## config.mk

```make
export PLATFORM = sky130hd
export DESIGN_NAME = universal_register
export DESIGN_NICKNAME = d
export VERILOG_FILES = /design/src/rtl/universal_register_pkg.sv /design/src/rtl/universal_register_step.sv /design/src/rtl/universal_register.sv
export SDC_FILE = /design/constraint.sdc
export NUM_CORES = 1
export LEC_CHECK = 0
export BUFFER_PORTS_ARGS = -buffer_cell sky130_fd_sc_hd__buf_2
export CAP_MARGIN = 20
export CORE_MARGIN = 5
export CORE_UTILIZATION = 40
export DETAILED_ROUTE_END_ITERATION = 8
export GPL_TIMING_DRIVEN = 0
export PLACE_DENSITY_LB_ADDON = 0.08
export SETUP_SLACK_MARGIN = 0.05
export SLEW_MARGIN = 0
export SYNTH_ARGS = -nofsm -noshare
export SYNTH_HDL_FRONTEND = slang
export SYNTH_SLANG_ARGS = --single-unit
```

## constraint.sdc

```tcl
create_clock -name Clock -period 2 [get_ports Clock]
set_input_delay 0.2 -clock Clock [delete_from_list [all_inputs] [get_ports Clock]]
set_output_delay 0.2 -clock Clock [all_outputs]
set_load 0.01 [all_outputs]
```

## src/rtl/universal_register_pkg.sv

```systemverilog
// Shared types for the universal register: operation encoding and FSM states.
package universal_register_pkg;

  // Operation selector carried on the op port
  typedef enum logic [2:0] {
    OP_HOLD  = 3'd0,
    OP_LOAD  = 3'd1,
    OP_CLEAR = 3'd2,
    OP_INC   = 3'd3,
    OP_DEC   = 3'd4,
    OP_SHL   = 3'd5,
    OP_SHR   = 3'd6,
    OP_ROR   = 3'd7
  } op_e;

  // Control FSM states; SHIFT is the only multi-cycle state
  typedef enum logic {
    ST_IDLE  = 1'b0,
    ST_SHIFT = 1'b1
  } state_e;

  // True for the ops that run one bit per clock in SHIFT
  function automatic logic is_shift_op(input op_e o);
    return (o == OP_SHL) || (o == OP_SHR) || (o == OP_ROR);
  endfunction

endpackage

```

## src/rtl/universal_register_step.sv

```systemverilog
// One-bit shift/rotate step: purely combinational next value and shifted-out bit.
module universal_register_step
  import universal_register_pkg::*;
#(
  parameter int SIZE = 8
) (
  input  logic [SIZE-1:0] q,
  input  op_e             op,
  input  logic            fill,
  output logic [SIZE-1:0] q_next,
  output logic            out_bit
);

  // Select the single-step transform for the latched shift op
  always_comb begin
    q_next  = q;
    out_bit = 1'b0;
    case (op)
      OP_SHL: begin
        q_next  = {q[SIZE-2:0], fill};
        out_bit = q[SIZE-1];
      end
      OP_SHR: begin
        q_next  = {fill, q[SIZE-1:1]};
        out_bit = q[0];
      end
      OP_ROR: begin
        q_next  = {q[0], q[SIZE-1:1]};
        out_bit = q[0];
      end
      default: begin
        q_next  = q;
        out_bit = 1'b0;
      end
    endcase
  end

endmodule

```

## src/rtl/universal_register.sv

```systemverilog
// Universal register: single-cycle load/clear/inc/dec plus multi-cycle
// shift/rotate sequenced by a two-state FSM, with a registered done pulse.
module universal_register
  import universal_register_pkg::*;
#(
  parameter int              SIZE      = 8,
  parameter logic [SIZE-1:0] RESET_VAL = '0
) (
  input  logic                   Clock,
  input  logic                   Reset,
  input  logic                   start,
  input  logic [2:0]             op,
  input  logic [SIZE-1:0]        D,
  input  logic [$clog2(SIZE):0]  amt,
  input  logic                   sin,
  output logic [SIZE-1:0]        Q,
  output logic                   busy,
  output logic                   done,
  output logic                   carry,
  output logic                   sout,
  output logic                   zero
);

  localparam int            CW     = $clog2(SIZE) + 1;
  localparam logic [CW-1:0] SIZE_C = CW'(SIZE);

  state_e          state_reg, state_next;
  logic [SIZE-1:0] q_reg, q_next;
  logic [CW-1:0]   count_reg, count_next;
  op_e             op_lat_reg, op_lat_next;
  logic            sin_lat_reg, sin_lat_next;
  logic            done_reg, done_next;
  logic            carry_reg, carry_next;
  logic            sout_reg, sout_next;

  op_e             op_in;
  logic [CW-1:0]   amt_clamped;
  logic [SIZE-1:0] step_q;
  logic            step_out;

  assign op_in       = op_e'(op);
  // Counts beyond the register width saturate at one full pass
  assign amt_clamped = (amt > SIZE_C) ? SIZE_C : amt;

  universal_register_step #(
    .SIZE (SIZE)
  ) u_step (
    .q       (q_reg),
    .op      (op_lat_reg),
    .fill    (sin_lat_reg),
    .q_next  (step_q),
    .out_bit (step_out)
  );

  // FSM state register
  always_ff @(posedge Clock or negedge Reset) begin
    if (!Reset) state_reg <= ST_IDLE;
    else        state_reg <= state_next;
  end

  // Next-state and datapath decode; done defaults low so it pulses for one cycle
  always_comb begin
    state_next   = state_reg;
    q_next       = q_reg;
    count_next   = count_reg;
    op_lat_next  = op_lat_reg;
    sin_lat_next = sin_lat_reg;
    done_next    = 1'b0;
    carry_next   = carry_reg;
    sout_next    = sout_reg;
    case (state_reg)
      ST_IDLE: begin
        if (start) begin
          if (is_shift_op(op_in)) begin
            if (amt_clamped == '0) begin
              // Zero-length shift completes immediately, sout untouched
              done_next  = 1'b1;
              carry_next = 1'b0;
            end else begin
              op_lat_next  = op_in;
              sin_lat_next = sin;
              count_next   = amt_clamped;
              state_next   = ST_SHIFT;
            end
          end else begin
            done_next  = 1'b1;
            carry_next = 1'b0;
            case (op_in)
              OP_LOAD:  q_next = D;
              OP_CLEAR: q_next = '0;
              OP_INC: begin
                q_next     = q_reg + 1'b1;
                carry_next = &q_reg;
              end
              OP_DEC: begin
                q_next     = q_reg - 1'b1;
                carry_next = ~|q_reg;
              end
              default:  q_next = q_reg;
            endcase
          end
        end
      end
      ST_SHIFT: begin
        q_next     = step_q;
        sout_next  = step_out;
        count_next = count_reg - 1'b1;
        if (count_reg == CW'(1)) begin
          state_next = ST_IDLE;
          done_next  = 1'b1;
          carry_next = 1'b0;
        end
      end
      default: state_next = ST_IDLE;
    endcase
  end

  // Datapath and status registers
  always_ff @(posedge Clock or negedge Reset) begin
    if (!Reset) begin
      q_reg       <= RESET_VAL;
      count_reg   <= '0;
      op_lat_reg  <= OP_HOLD;
      sin_lat_reg <= 1'b0;
      done_reg    <= 1'b0;
      carry_reg   <= 1'b0;
      sout_reg    <= 1'b0;
    end else begin
      q_reg       <= q_next;
      count_reg   <= count_next;
      op_lat_reg  <= op_lat_next;
      sin_lat_reg <= sin_lat_next;
      done_reg    <= done_next;
      carry_reg   <= carry_next;
      sout_reg    <= sout_next;
    end
  end

  assign Q     = q_reg;
  assign busy  = (state_reg == ST_SHIFT);
  assign done  = done_reg;
  assign carry = carry_reg;
  assign sout  = sout_reg;
  assign zero  = (q_reg == '0);

endmodule

```

==> reports/qor.csv, run 1 <==
metric,value,unit
Crit path buffers/inverters,3,
top-count cell post-synth,dfrtp_1,
cell count along the critical path,10,
Post-Layout Cell Count,259,
crit path DAT,2.08,ns
run status,"complete, no violations",
Crit Path Max Fanout,5,
max FFs per register,8,
final setup fails,0,
largest cells by area after synthesis,"dfrtp_1 32%, ha_1 6.3%, mux2i_1 5.7%",
R2R Setup Slk,0.07,ns
critical path launch point,op[1],
initial antenna violation count,0,
number of global-route vias before repair,1443,
"Min Clock Period, post-route",1.94,ns
1st-iter DRT viols,59,
Critical Path Sink,Q[5]$_DFFE_PN0P_,
total track usage,0.164,
Synth Flop Type,dfrtp_1,
latest clock arrival within the worst-skew pair,0.26,ns
Die Area,0.00532,mm²
post-placement cell area,0.00184,mm²
placed insts,245,
"FFs w/ async S/R, synth",1.00,
setup TNS,0,ns
Clock Root Buffer,clkbuf_8,
grt total ovfl,0,
Worst Tran Pin Value,0.543,ns
Pins Over Slew Limit,0,
most area-hungry cell type in the Yosys netlist,dfrtp_1,
final worst-path cycle share,0.969,
R2R depth,7,
Syn Area/Cell,9.54,µm²
Min-Delay Path Class,input pin to register,
master of the slowest instance on the critical path,or3b_1,
global-route met1 utilization,0.198,
"Core Util, Final",0.546,
I/O Buffers,31,
global routing's busiest layer,met2,
endpoint type of the worst setup path,register,
diodes inserted,0,
syn nets,194,
Cell Rows,22,
TritonCTS Sinks,20,
reg2reg start,Q[3]$_DFFE_PN0P_,
Startpoint Class,input pin,
DR WL/cell,16.5,µm
layout cells sized above 1,0.360,
cell count after synthesis,166,
fillers,359,
Slew headroom,0.638,
cts bufs inserted,3,
Crit path required time,2.14,ns
clk_skew,0.00181,ns
WS Path Type,input pin to register,
first-pass GRT wire length,6770,µm
WHS,0.169,ns
Fin. Hold Viols,0,
M2 GR Usage,0.277,
largest net degree at the start of global routing,21,
Post-DRT Antenna Nets,0,
flop and latch count out of synthesis,20,
Hold Startpoint,sin,
"Cell Area, Synth",0.00158,mm²
DP HPWL,3180,µm
Area Overhead vs Synth,29.1,%
Die Height,72.9,µm
initial core utilization,0.423,
GR Util met3,0.0289,
routability cong.,0.836,
Synth top area share,0.316,
num ports,32,
crit-path cells,buf_8 -> or3b_1 -> buf_6 -> clkinv_8 -> ha_4 -> a211oi_4 -> o21ai_2 -> xor2_1 -> a222oi_1 -> a21oi_1,
Worst-path clk slew,0.08,ns
core box area,0.00374,mm²
Nets,240,
maximum level of the CTS H-tree,1,
sequential area share after synthesis,0.316,
RSZ-0062 raised after global routing,yes,
"Distinct cells, synth",54,
drt drc,0,
vias per inst,5.72,
"CP delay by family, top",compound AO/OA/AOI/OAI gates,
CP peak stage delay,0.38,ns
Power Dens Cells,1530,mW/mm²
clock buffer depth,2,
max-cap viol count,0,
Post-synth EDFFs,0,
Fmax,516,MHz
"Non-Filler Cell Area, Final",0.00205,mm²
commonest cells in the synthesized netlist,"20 x dfrtp_1, 14 x nand2_1, 14 x nor2_1",
VDD IR-drop max,697,µV
Pleak,0.000922,µW
Die X,72.9,µm
reg2reg end,Q[7]$_DFFE_PN0P_,
drt first pass iters,5,
via count,1481,
CTS tree,built,
routed wire length,4270,µm
Synth warnings,0,
[routing by layer]
layer,vias up,wire (µm)
met4,0,72
met1,724,1890
met2,40,2170
li1,709,-
met5,-,0
met3,8,137
[layout by cell type, fill, tap and decap left out, types with 3 or more instances in the layout]
cell type and instances:
buf_2 28, dfrtp_1 19, nand2_1 14, nor2_1 13
buf_4 10, a21oi_1 10, mux2i_1 9, mux2_2 7
inv_1 6, o21ai_0 5, ha_1 5, a222oi_1 4
o211ai_1 4, nand3_1 3, a21o_1 3, a22oi_1 3
xnor2_1 3, nor2b_1 3, ha_4 3, clkbuf_8 3
[worst min-delay path by stage]
stage	to	slack, ns	cells past startpoint
2_1_floorplan	Q[0]$_DFFE_PN0P_	-0.1	0
3_3_place_gp	count_reg[1]$_DFFE_PN0P_	0.17	1
3_5_place_dp	count_reg[1]$_DFFE_PN0P_	0.19	1
4_1_cts	sin_lat_reg$_DFFE_PN0P_	0.17	2
5_1_grt	op_lat_reg[1]$_DFFE_PN0P_	0.16	2
6_report	sin_lat_reg$_DFFE_PN0P_	0.17	2
[timing repair]
action / 4_1_cts / 5_1_grt
gates resized for setup: 1 / 13
buffers inserted: 1 / 7
hold buffers: 1 / 0
setup endpoints to repair: 2 / 5
cloned: 0 / 1
pin swaps: 1 / 11
hold endpoints to repair: 20 / 0
[layout make-up]
cell class,instances,area (µm²),area share
Timing Repair Buffer,40,244,0.119
Inverter,7,38.8,0.0190
Buffer,6,48.8,0.0239
Sequential cell,20,502,0.245
Clock inverter,1,30.0,0.0147
Timing Repair inverter,1,8.76,0.00428
Multi-Input combinational cell,133,1070,0.524
Tap cell,48,60.1,0.0294
Clock buffer,3,41.3,0.0202
[cell families after synthesis]
family,count (synthesis),synth area share
DFF,20,0.316
and+or+nand+nor,54,0.180
buffers and inverters,13,0.0490
muxes,17,0.114
xor gates and xnor gates,5,0.0277
adders and majority gates,9,0.0758
AOI/OAI and AO/OA,48,0.238
[power by group]
group / total [µW] / leakage, µW / internal (µW) / switching (µW)
clock: 410 / 0.0000357 / 267 / 143
sequential: 891 / 0.000234 / 596 / 294
combinational: 1830 / 0.000652 / 892 / 935
[worst register-to-register path, stage by stage (launching register included)]
cell and delay, ns:
dfrtp_1 0.48, ha_1 0.40, o211ai_1 0.15, buf_4 0.17, o211ai_1 0.18, a2bb2oi_2 0.11, o31ai_1 0.20, a22oi_1 0.11
[per-stage QoR]
step / total power, µW / setup slack, ns
final: 3130 / 0.0621
after global routing: 3370 / -0.0642
after CTS: 3030 / 0.0576
after detailed placement: 2600 / -0.257
after global placement: 2540 / -0.231
after floorplan: 2120 / 0.0233
No activity file was read; power rests on OpenSTA's default activity.
==> run 2: changes to the inputs <==
--- a/config.mk
+++ b/config.mk
@@ -8,7 +8,7 @@
 export BUFFER_PORTS_ARGS = -buffer_cell sky130_fd_sc_hd__buf_2
 export CAP_MARGIN = 20
 export CORE_MARGIN = 5
-export CORE_UTILIZATION = 40
+export CORE_UTILIZATION = 50
 export DETAILED_ROUTE_END_ITERATION = 8
 export GPL_TIMING_DRIVEN = 0
 export PLACE_DENSITY_LB_ADDON = 0.08
==> run 2 against run 1 <==
Effect of this change:
- cell count shrank 1.2%
- clock power shrank 40%
- combinational power is essentially flat
- maximum frequency grew 0.66%
- cell area shrank 1.7%
- wire length shrank 1.6%
- register-to-register slack gained 0.07 ns
- non-clock buffer count grew 1
- first-iteration DRC count grew 41%
==> reports/qor.csv, run 2 (synthesis gave the netlist of run 1 again) <==
metric,value,unit,change
run status,"complete, no violations",,
post-place setup slack,-0.274,ns,-0.0171 ns
Comb power frac,0.622,,+0.038
R2R Setup Slk,0.14,ns,+0.07 ns
initial antenna violation count,0,,unchanged
Die X,66.3,µm,-9.1%
Fin. Hold Viols,0,,unchanged
largest net degree at the start of global routing,21,,unchanged
vias per inst,5.77,,+0.83%
initial core utilization,0.519,,+0.0957
"Non-Filler Cell Area, Final",0.00201,mm²,-1.7%
crit path DAT,1.73,ns,-0.35 ns
layout cells sized above 1,0.354,,-0.00642
CTS tree,built,,
Sequential Power Share,0.295,,+0.010
Power Dens Cells,1480,mW/mm²,-3.2%
Pins Over Slew Limit,0,,unchanged
Slew headroom,0.626,,-0.0117
DR WL/cell,16.4,µm,-0.42%
Die Height,66.3,µm,-9.1%
Startpoint Class,register,,
1st-iter DRT viols,83,,+41%
drt drc,0,,unchanged
Clock Root Buffer,clkbuf_4,,
drt first pass iters,4,,-1
Clk pwr share,0.083,,-0.048
final setup fails,0,,unchanged
Worst Tran Pin Value,0.561,ns,+0.0176 ns
WHS,0.115,ns,-0.0535 ns
maximum level of the CTS H-tree,1,,unchanged
first-pass GRT wire length,6720,µm,-0.71%
routed wire length,4200,µm,-1.6%
Crit Path Max Fanout,7,,+2
"commonest cells after routing, fill and taps aside","27 x buf_2, 19 x dfrtp_1, 14 x nand2_1",,
Fmax,519,MHz,+0.66%
Area Overhead vs Synth,26.9,%,
NetSw,1360,µW,-0.69%
clk_skew,0.00262,ns,+0.000816 ns
core box area,0.00305,mm²,-18%
"commonest non-fill, non-tap cell in the layout",buf_2,,
latest clock arrival within the worst-skew pair,0.31,ns,+0.05 ns
Nets,241,,+0.42%
num ports,32,,unchanged
routability cong.,0.792,,-5.2%
Cell Rows,20,,-9.1%
Post-DRT Antenna Nets,0,,unchanged
total internal power,1610,µW,-8.1%
Die Area,0.00439,mm²,-17%
Switching Fraction,0.458,,+0.0191
max FFs per register,8,,unchanged
final worst-path cycle share,0.963,,-0.00632
Min-Delay Path Class,input pin to register,,
Crit path required time,1.80,ns,-0.34 ns
I/O Buffers,31,,unchanged
PnR worst setup slack,0.0747,ns,+0.0126 ns
post-placement cell area,0.00183,mm²,-0.27%
grt total ovfl,0,,unchanged
number of global-route vias before repair,1411,,-2.2%
Worst-path clk slew,0.12,ns,+0.04 ns
Tot Pwr,2980,µW,-4.8%
endpoint type of the worst setup path,primary output,,
diodes inserted,0,,unchanged
"Core Util, Final",0.659,,+0.112
Pleak,0.000914,µW,-0.86%
cts bufs inserted,3,,unchanged
RSZ-0062 raised after global routing,yes,,
DP HPWL,3090,µm,-2.8%
clock buffer depth,2,,unchanged
via count,1476,,-0.34%
WS Path Type,register to primary output,,
TritonCTS Sinks,20,,unchanged
fillers,287,,-20%
total track usage,0.196,,+0.0325
"Min Clock Period, post-route",1.93,ns,-0.0126 ns
VDD IR-drop max,735,µV,+5.5%
max-cap viol count,0,,unchanged
==> run 2: stage by stage <==
step	std cells	setup TNS, ns
after floorplan	166	0
after global placement	241	-0.626
after detailed placement	241	-0.886
after CTS	246	0
after global routing	256	-0.0283
final	256	0
==> run 2: repair_timing <==
item / CTS / global route
hold buffers: 1 / 0
setup buffers: 0 / 9
cloned: 0 / 1
setup endpoints to repair: 2 / 4
resized for setup: 2 / 14
pin swaps: 0 / 8
hold endpoints to repair: 20 / 0
==> run 2: layout make-up <==
cell class / count / area (µm²) / area share
multi-input cells: 133 / 1060 / 0.527
plain buffers: 6 / 52.6 / 0.0261
flip-flops and latches: 20 / 502 / 0.250
well taps: 44 / 55.1 / 0.0274
repair buffers: 41 / 258 / 0.128
inverters: 7 / 38.8 / 0.0193
repair inverters: 1 / 8.76 / 0.00436
clock buffers: 4 / 36.3 / 0.0180
==> run 2: routing by layer <==
layer,track usage,vias to the layer above,routed length (µm)
met1,0.256,703,1800
met4,0.0457,0,53
met3,0.0187,8,250
li1,-,710,-
met5,0,-,0
met2,0.347,55,2100
==> run 2: worst paths after layout <==
check,startpoint,endpoint,depth (start not counted)
setup reg to reg,Q[3]$_DFFE_PN0P_,Q[5]$_DFFE_PN0P_,6
hold reg to reg,carry$_DFFE_PN0P_,carry$_DFFE_PN0P_,1
setup / recovery,Q[0]$_DFFE_PN0P_,zero,4
max in group asynchronous,Reset,Q[1]$_DFFE_PN0P_,2
min in group asynchronous,Reset,count_reg[0]$_DFFE_PN0P_,2
hold / removal,sin,sin_lat_reg$_DFFE_PN0P_,2
==> run 2: worst max-delay path: stages (launching register included) <==
cell and delay (ns):
dfrtp_1 0.44, buf_6 0.16, or4_4 0.56, nor2_4 0.15, buf_6 0.11
==> run 2: power groups by stage <==
stage | clock network, µW | registers, µW | logic [µW]
final | 247 | 878 | 1850
after global routing | 268 | 915 | 2050
after CTS | 251 | 877 | 1720
after detailed placement | 0 | 881 | 1710
after global placement | 0 | 868 | 1650
after floorplan | 0 | 864 | 1260
==> run 3: changes to the inputs <==
--- a/config.mk
+++ b/config.mk
@@ -7,11 +7,10 @@
 export LEC_CHECK = 0
 export BUFFER_PORTS_ARGS = -buffer_cell sky130_fd_sc_hd__buf_2
 export CAP_MARGIN = 20
-export CORE_MARGIN = 5
 export CORE_UTILIZATION = 50
 export DETAILED_ROUTE_END_ITERATION = 8
 export GPL_TIMING_DRIVEN = 0
-export PLACE_DENSITY_LB_ADDON = 0.08
+export PLACE_DENSITY = 0.74
 export SETUP_SLACK_MARGIN = 0.05
 export SLEW_MARGIN = 0
 export SYNTH_ARGS = -nofsm -noshare
==> run 3 against run 2 <==
Effect of this change:
- critical endpoint is now Q[7]$_DFFE_PN0P_
- largest power group unchanged
- cell count up 2.7%
- wire length is 1.2% lower
- count of clock-buffer cells in the layout decreased by 1
- clock skew grew 0.0012 ns
- critical path depth increased by 7
- register-to-register slack got worse by 0.05 ns
- maximum frequency shrank 1.5%
- non-clock buffer count increased by 7
- setup slack worse by 0.030 ns
==> reports/qor.csv, run 3 (synthesis gave the netlist of run 1 again) <==
metric,value,unit,change
run status,"complete, no violations",,
Hold Startpoint,sin,,
Crit path required time,2.19,ns,+0.39 ns
Cell Rows,20,,unchanged
first-pass GRT wire length,6330,µm,-5.7%
reg2reg start,Q[1]$_DFFE_PN0P_,,
Die Area,0.00340,mm²,-23%
reg2reg end,Q[7]$_DFFE_PN0P_,,
initial antenna violation count,0,,unchanged
Min-Delay Path Class,input pin to register,,
initial core utilization,0.523,,+0.00429
Die Height,58.3,µm,-12%
"Non-Filler Cell Area, Final",0.00212,mm²,+5.3%
core box area,0.00303,mm²,-0.82%
"commonest cells after routing, fill and taps aside","28 x buf_2, 17 x dfrtp_1, 16 x buf_4",,
Pleak,0.000952,µW,+4.1%
DP HPWL,2920,µm,-5.7%
max FFs per register,8,,unchanged
Crit Path Max Fanout,6,,-1
max-cap viol count,0,,unchanged
VDD IR-drop max,732,µV,-0.37%
largest net degree at the start of global routing,21,,unchanged
Pins Over Slew Limit,0,,unchanged
CTS tree,built,,
Slew headroom,0.634,,+0.00744
TritonCTS Sinks,20,,unchanged
post-place setup slack,-0.241,ns,+0.0336 ns
num ports,32,,unchanged
Fmax,511,MHz,-1.5%
latest clock arrival within the worst-skew pair,0.30,ns,about the same
via count,1516,,+2.7%
Startpoint Class,input pin,,
R2R Setup Slk,0.09,ns,-0.05 ns
clk_skew,0.00383,ns,+0.00121 ns
critical path launch point,op[1],,
maximum level of the CTS H-tree,1,,unchanged
Worst-path clk slew,0.12,ns,about the same
WS Path Type,input pin to register,,
RSZ-0062 raised after global routing,yes,,
Area Overhead vs Synth,33.6,%,
Power Dens Cells,1520,mW/mm²,+2.7%
clock buffer depth,2,,unchanged
post-placement cell area,0.00183,mm²,unchanged
layout cells sized above 1,0.406,,+0.0526
R2R depth,8,,+2
endpoint type of the worst setup path,register,,
Clock Root Buffer,clkbuf_4,,
Nets,248,,+2.9%
final worst-path cycle share,0.978,,+0.0151
1st-iter DRT viols,106,,+28%
"Min Clock Period, post-route",1.96,ns,+0.0302 ns
number of global-route vias before repair,1382,,-2.1%
crit path DAT,2.15,ns,+0.42 ns
final setup fails,0,,unchanged
drt first pass iters,5,,+1
drt drc,0,,unchanged
"Core Util, Final",0.699,,+0.0406
I/O Buffers,31,,unchanged
routed wire length,4150,µm,-1.2%
vias per inst,5.76,,about the same
Post-DRT Antenna Nets,0,,unchanged
PnR worst setup slack,0.0445,ns,-0.0302 ns
Critical Path Sink,Q[7]$_DFFE_PN0P_,,
grt total ovfl,0,,unchanged
Die X,58.3,µm,-12%
total track usage,0.245,,+0.0487
diodes inserted,0,,unchanged
cts bufs inserted,3,,unchanged
Fin. Hold Viols,0,,unchanged
DR WL/cell,15.8,µm,-3.9%
Worst Tran Pin Value,0.550,ns,-0.0112 ns
"commonest non-fill, non-tap cell in the layout",buf_2,,
routability cong.,0.827,,+4.5%
[run 3: changes by cell type in the layout (fill, tap and decap cells not counted), moves of 2 or more]
cell / before / now
ha_4: 2 / 4
dfrtp_2: 1 / 3
buf_6: 4 / 6
dfrtp_1: 19 / 17
ha_1: 6 / 4
buf_4: 11 / 16
[run 3: area by class of cell]
type                       count  area (µm²)
multi-input combinational    133        1100
fill                         226         911
sequential                    20         504
timing repair buffer          48         308
tap                           44        55.1
buffer                         6        52.6
inverter                       7        38.8
clock inverter                 1        30.0
clock buffer                   3        22.5
timing repair inverter         1        8.76
[run 3: per-layer routing]
metal / track usage / part of all wire / up-vias
met5: 0 / 0 / -
met4: 0.0680 / 0.017 / 0
met3: 0.0469 / 0.062 / 6
met2: 0.391 / 0.49 / 67
met1: 0.341 / 0.43 / 715
li1: - / - / 728
[run 3: worst max-delay path: stages]
cell and delay (ns):
buf_6 0.10, or3b_1 0.38, buf_6 0.16, clkinv_8 0.07, ha_4 0.21, o211ai_1 0.29
buf_4 0.18, nor3_2 0.04, a2bb2oi_2 0.15, o31ai_1 0.25, a22oi_1 0.12
[run 3: how the worst min path moves through the flow]
stage / end / slack (ns) / cells after the start
2_1_floorplan: Q[0]$_DFFE_PN0P_ / -0.1 / 0
3_3_place_gp: Q[5]$_DFFE_PN0P_ / 0.17 / 1
3_5_place_dp: Q[5]$_DFFE_PN0P_ / 0.18 / 1
4_1_cts: sin_lat_reg$_DFFE_PN0P_ / 0.11 / 2
5_1_grt: sin_lat_reg$_DFFE_PN0P_ / 0.11 / 2
6_report: sin_lat_reg$_DFFE_PN0P_ / 0.12 / 2
[run 3: timing repair]
item,4_1_cts,5_1_grt
hold buffers,1,0
pin swaps,0,13
buffers inserted,2,14
resized for setup,3,18
setup endpoints to repair,2,5
cloned,0,1
hold endpoints to repair,20,0
[run 3: stage by stage]
step	instances	setup TNS, ns	hold slack (ns)	power [µW]
after floorplan	166	0	-0.0956	2120
after global placement	241	-0.657	0.168	2500
after detailed placement	241	-0.855	0.180	2580
after CTS	248	0	0.109	2970
after global routing	263	-0.0320	0.111	3460
final	263	0	0.125	3220
[run 3: report_power, final]
part           internal (µW)  total [µW]  switching (µW)
clock network            203         335             132
logic                   1010        2000             995
registers                600         884             284
total                   1810        3220            1410
